### src/rtl/ins_fetcher.sv
// Instruction fetcher: fetches words at PC and pushes {ins, pc} into the instruction queue.
// Latency: mem_req 1 cycle after IDLE, push 1 cycle after mem_done; backpressure via queue full flag (HOLD).
// Optional `INS_FETCHER_JAL_PREDICT_EN: follow JAL targets instead of pc+4.
module ins_fetcher #(
  parameter logic [31:0] RESET_PC = 32'h0,
  parameter int          INS_W    = 32,
  parameter int          PC_W     = 32
) (
  input  logic             clk,
  input  logic             reset,
  input  logic             ready,
  input  logic             clear,
  input  logic [PC_W-1:0]  clear_pc,
  output logic             mem_req,
  output logic [PC_W-1:0]  mem_addr,
  input  logic             mem_done,
  input  logic [INS_W-1:0] mem_data,
  input  logic             full,
  output logic             push,
  output logic [INS_W-1:0] push_ins,
  output logic [PC_W-1:0]  push_pc
);

  typedef enum logic [1:0] {
    IDLE  = 2'd0,
    WAIT  = 2'd1,
    HOLD  = 2'd2,
    DRAIN = 2'd3
  } state_t;

  state_t           state;
  logic [PC_W-1:0]  pc;
  logic [INS_W-1:0] hold_ins;
  logic [INS_W-1:0] push_src;
  logic [PC_W-1:0]  pc_next;

  // The word being pushed comes from the hold register only when leaving HOLD.
  assign push_src = (state == HOLD) ? hold_ins : mem_data;

`ifdef INS_FETCHER_JAL_PREDICT_EN
  logic            is_jal;
  logic [PC_W-1:0] j_imm;

  assign is_jal  = (push_src[6:0] == 7'b1101111);
  assign j_imm   = {{(PC_W-20){push_src[31]}}, push_src[19:12], push_src[20],
                    push_src[30:21], 1'b0};
  assign pc_next = is_jal ? (pc + j_imm) : (pc + PC_W'(4));
`else
  assign pc_next = pc + PC_W'(4);
`endif

  always_ff @(posedge clk or posedge reset) begin
    if (reset) begin
      state    <= IDLE;
      pc       <= PC_W'(RESET_PC);
      mem_req  <= 1'b0;
      mem_addr <= PC_W'(RESET_PC);
      push     <= 1'b0;
      push_ins <= '0;
      push_pc  <= '0;
      hold_ins <= '0;
    end else if (clear) begin
      push     <= 1'b0;
      mem_req  <= 1'b0;
      pc       <= clear_pc;
      mem_addr <= clear_pc;
      // An outstanding fetch must still be absorbed before refetching.
      case (state)
        WAIT:    state <= mem_done ? IDLE : DRAIN;
        DRAIN:   state <= DRAIN;
        default: state <= IDLE;
      endcase
    end else if (ready) begin
      case (state)
        IDLE: begin
          push <= 1'b0;
          if (!full) begin
            mem_req  <= 1'b1;
            mem_addr <= pc;
            state    <= WAIT;
          end
        end
        WAIT: begin
          if (mem_done) begin
            mem_req <= 1'b0;
            if (!full) begin
              push     <= 1'b1;
              push_ins <= push_src;
              push_pc  <= pc;
              pc       <= pc_next;
              state    <= IDLE;
            end else begin
              hold_ins <= mem_data;
              state    <= HOLD;
            end
          end
        end
        HOLD: begin
          if (!full) begin
            push     <= 1'b1;
            push_ins <= push_src;
            push_pc  <= pc;
            pc       <= pc_next;
            state    <= IDLE;
          end else begin
            push <= 1'b0;
          end
        end
        DRAIN: begin
          mem_req <= 1'b0;
          if (mem_done) state <= IDLE;
        end
        default: state <= IDLE;
      endcase
    end
  end

endmodule

### config.mk
export PLATFORM = sky130hd
export DESIGN_NAME = ins_fetcher
export DESIGN_NICKNAME = d
export VERILOG_FILES = /design/src/rtl/ins_fetcher.sv
export SDC_FILE = /design/constraint.sdc
export NUM_CORES = 1
export LEC_CHECK = 0
export CORE_UTILIZATION = 46
export DETAILED_ROUTE_END_ITERATION = 7
export PLACE_DENSITY_LB_ADDON = 0.12
export SYNTH_ARGS = -nofsm -noshare
export SYNTH_HDL_FRONTEND = slang
export SYNTH_SLANG_ARGS = --single-unit
### constraint.sdc
create_clock -name clk -period 5.9 [get_ports clk]
set_input_delay 1.475 -clock clk [delete_from_list [all_inputs] [get_ports clk]]
set_output_delay 1.475 -clock clk [all_outputs]
set_load 0.01 [all_outputs]
# Word level (Yosys, flattened, before mapping)

Index checks and enable logic that the tools add are counted.

Bits in registers: 164
Bits in latches: 0
Memory bits (writable): 0
Bits in read-only memories: 0
Bits of input ports: 70
Output and inout bits: 98
Word-level logic and storage cells: 70
Memories: 0

$add $sub $neg: 1
Multiply operators: 0
Divide/modulo/power cells: 0
$lt $le $gt $ge: 0
Equal/unequal tests: 10
Shift operators: 0
Mux-type cells: 36
Bitwise logic cells: 1
Reductions and logical operators: 14

Operators with widths:

| kind                                          | number |
|---|---|
| 2-to-1 mux 32 bit                             | 13 |
| one-hot mux 32 bit (2 select lines)           | 3 |
| adder 32 x 3 -> 32 bit, second input constant | 1 |
| 2-to-1 mux 2 bit                              | 8 |
| inequality test 3 bit, second input constant  | 5 |
| AND reduction 4 bit                           | 3 |
| AND reduction 5 bit                           | 2 |
| 2-to-1 mux 1 bit                              | 8 |
| one-hot mux 2 bit (4 select lines)            | 1 |
| nonzero test 4 bit                            | 2 |
| one-hot mux 1 bit (3 select lines)            | 2 |
| AND reduction 3 bit                           | 2 |
| nonzero test 2 bit                            | 3 |
| == test 2 bit, second input constant          | 2 |
| inequality test 2 bit, second input constant  | 2 |
| one-hot mux 2 bit (2 select lines)            | 1 |
| nonzero test 3 bit                            | 1 |
| == test 2 x 1 -> 1 bit, second input constant | 1 |
| logical NOT 2 bit                             | 1 |
| inverter 1 bit                                | 1 |

# Longest topological paths before layout

Word-level depth: 6
Mapped depth: 9
Mapped depth without buffers: 6

# Least setup slack after synthesis

OpenSTA, ideal clock, no wires.

Path kind: in2reg
Start point: in full
End point: reg pc[22]
Library setup time: 126 ps
Data arrival time: 2,707 ps
Data required time: 5,774 ps
Slack: 3,067 ps
Stages: 5
Buffers on the path: 1
Cells stage by stage: nand3b_1 or3_1 buf_2 o31a_2 a221o_1

Longest elaborated chain between the ends: 5

RTL lines:

| item                                  | line | text |
|---|---|---|
| start: declaration                    | 18   | `input logic full,` |
| 2-to-1 mux 32 bit *                   | n/a  |  |
| 2-to-1 mux 32 bit                     | n/a  |  |
| one-hot mux 32 bit (2 select lines) * | n/a  |  |
| 2-to-1 mux 32 bit * (2 in a row)      | n/a  |  |
| end signal: assignment                | 55   | `pc <= PC_W'(RESET_PC);` |
| end signal: assignment                | 65   | `pc <= clear_pc;` |
| end signal: assignment                | 90   | `pc <= pc_next;` |
| end: declaration                      | 32   | `logic [PC_W-1:0] pc;` |

Every way passes the cells marked *; elsewhere a longest branch is shown, timed or not. The select of a mux whose other input is x is not followed.
A chain may end at the register's enable or synchronous reset.

# Final worst setup path

Start point: in ready
End point: reg push_pc[25]

Longest elaborated chain between the ends: 1

RTL lines:

| item                                 | line | text |
|---|---|---|
| start: declaration                   | 11   | `input logic ready,` |
| AND reduction 4 bit (no source line) | n/a  |  |
| end signal: assignment               | 89   | `push_pc <= pc;` |
| end signal: assignment               | 102  | `push_pc <= pc;` |
| end: declaration                     | 21   | `output logic [PC_W-1:0] push_pc` |

No other way between the ends.

==> qor.txt <==
Status -> finished, final reports clean
Final setup vio count -> 0
Min-delay worst type -> flip-flop to flip-flop
Die X -> 130 um
Cell count after synthesis -> 685
Placed wire-length estimate -> 12000 um
Largest net degree at the start of global routing -> 165
Number of nets with antenna violations after routing -> 0
CTS Buf Count -> 17
EDFF count, synth -> 0
Initial Util -> 47.4%
Antenna violations before repair -> 0
Largest delay share family, worst path -> simple AND/OR/NAND/NOR gates
Ys async rst share -> 100%
CTS root buf -> clkbuf_16
WP depth -> 5
Vias per cell -> 5.45
Pleak -> 0.00414 uW
Layout area overhead -> 32.1%
GP Congestion -> 0.801
R2r startpoint -> state[0]
Maxcap violations -> 0
Slowest-stage cell, CP -> nor2b_1
Vias -> 5783
H-tree levels -> 4
Count of hold buffers inserted by post-cts repair -> 0
Register bit total from synthesis -> 164
R2r setup slk -> 2.56 ns
Worst-Margin Slew -> 1.15 ns
Final period demand of the worst path -> 3.85 ns
CTS sink count -> 164
Crit start category -> input port
Syn_area_per_cell -> 11.1 sq um
Worst IR Drop VDD -> 0.000221 V
Reg2Reg Depth -> 6
Synth Net Count -> 761
Pwr Density -> 434 nW/um^2
WP data required -> 6.20 ns
Layout cell share with drive strength beyond 1 -> 14.2%
Crit path kind -> input port to flip-flop
Wirelength, routed -> 18000 um
Nets -> 908
Core area -> 16000 sq um
Clk_skew -> 0.00708 ns
PortBufs -> 167
GRT Total Usage -> 22.2%
Buf/Inv on CP -> 2
HP Start -> mem_addr[9]
Most frequent cells in the layout -> 166 x clkdlybuf4s50_1, 164 x dfrtp_1, 90 x nand2_1
TritonCTS clock tree -> done
Netlist cell types -> 55
Iteration-0 DRC Markers -> 356
Slowest stage delay, CP -> 0.61 ns
Post-synthesis compound-gate area fraction -> 11.0%
Slew Viols, Final -> 0
Critical path origin -> ready
Post-CTS setup repair buffer count -> 0
FILL cells -> 1327
Adder-Cell Fraction of Synth Area -> 0.990%
Maximum clock path buffer count -> 2
Max frequency -> 260 MHz
Vias in the first global route -> 5853
Critical path capture point -> push_pc[25]
Clk_lat worst skew -> 0.42 ns
Largest family of logic cells by synthesized area -> multiplexers
Simple-gate share of the synthesized area -> 13.5%
CP Capture Type -> flip-flop
Antenna cell count -> 0
Setup repair after global routing missed its margin -> false
Worst-path cell chain -> clkdlybuf4s50_1, nor2b_1, nand3_4, buf_4, mux2_2
First-pass DRT Iterations -> 5
Top FF cell, synth -> dfrtp_1
Routed WL per cell -> 16.9 um
Fin Setup TNS -> 0 ns
Fin. Hold Viols -> 0
DRC Markers -> 0
Die height -> 130 um
Std cell rows -> 46
Arrival @ worst endpoint -> 4.15 ns
Reg2reg end -> pc[19]
First-pass GRT wire length -> 29000 um
Post-synthesis mux area share -> 16.4%
CP max FO -> 60
CTS clk-pin slew, worst paths -> 0.06 ns
Final Total Pwr -> 4340 uW
XOR/XNOR Fraction of Synth Area -> 0.809%
Worst slew margin -> 23.2%
Period utilisation layout -> 65.3%
Remaining global-route overflow -> 0
Full die area -> 17000 sq um
CTS resizes -> 0
I/O pins -> 168
Synth warnings -> 0
Post-synthesis sequential area ratio -> 54.1%
Mapped Area -> 7580 sq um
Most common cell after layout, fill and taps aside -> clkdlybuf4s50_1
==> through the flow <==
step / area (sq um) / worst slack [ns] / utilization (%) / hold WS [ns] / instances
2_1_floorplan: 7580 / 2.34 / - / 0.477 / 685
6_report: 10000 / 2.05 / 62.6 / 0.476 / 1061
3_3_place_gp: 9390 / 1.75 / 58.7 / 0.462 / 1029
3_5_place_dp: 9390 / 1.63 / 58.7 / 0.469 / 1029
5_1_grt: 10000 / 1.87 / 62.6 / 0.517 / 1061
4_1_cts: 10000 / 2.07 / 62.6 / 0.484 / 1061
==> logic make-up after synthesis <==
logic type                 Yosys count
DFF                                164
xor gates and xnor gates             7
and+or+nand+nor                    199
buffers and inverters               52
AOI/OAI and AO/OA                  142
adders and majority gates            6
muxes                              115
==> cell usage after synthesis (3+ instances only) <==
master    instances  area (sq um)
nor2_1           15          56.3
and3_1            3          18.8
nand4b_1          5          43.8
nand4_1           7          43.8
o31ai_1           5          37.5
ha_1              6          75.1
nand3b_1          3          22.5
nor3_1           10          50.1
a31oi_1           9          56.3
a221o_1           3          30.0
mux2i_1          46           460
buf_2            14          70.1
a21boi_0         10          75.1
nor2b_1          11          68.8
or3_1             4          25.0
and2_1            3          18.8
o41ai_1           3          26.3
inv_1             7          26.3
nand2_1          90           338
nand2b_1          3          18.8
o21ai_0          81           405
buf_1             3          11.3
dfrtp_1         164          4100
nand3_1          22           110
mux2_2           68           766
xor2_1            5          43.8
or4_1             6          45.0
a21oi_1          17          85.1
clkbuf_1         24          90.1
a22oi_1           4          30.0
and4_1            6          52.6
==> power breakdown <==
group	switching, uW	leakage, uW	internal (uW)
logic	574	0.00182	819
clock network	446	0.000307	719
registers	257	0.00201	1530
==> registers in the layout, indices dropped and copies added, names as in the netlist <==
signal,flops
hold_ins,32
mem_addr,32
pc,32
push_ins,32
push_pc,32
state,2
mem_req,1
push,1
==> tightest hold or removal path, stage by stage (launching register included) <==
cell and delay, ns:
dfrtp_1 0.34, nand2_1 0.04, o21ai_0 0.06
==> per-layer routing <==
layer  vias to the layer above  GRT usage [%]  part of all wire, %
met4                         0           9.53                  2.4
met1                      2804           28.4                   44
met5                         -              0                    0
li1                       2754              -                    -
met3                        37           5.45                  6.1
met2                       188           35.9                   47
==> cell type report <==
cell class              instances  area (sq um)  area share [%]
clock buffers                  19           443            4.42
inverters                       7          30.0           0.300
well taps                     216           270            2.70
clock inverters                13           183            1.82
multi-input cells             469          3260            32.5
repair buffers                173          1720            17.2
flip-flops and latches        164          4100            41.0
==> worst min path at each step <==
stage	to	slack, ns	cells after the start
final	mem_addr[9]	0.48	2
after global routing	mem_addr[21]	0.52	2
after CTS	push_ins[30]	0.48	2
after detailed placement	push_ins[30]	0.47	2
after global placement	mem_addr[14]	0.46	2
after floorplan	push_pc[0]	0.48	1
(Power assumes the default switching activity.)
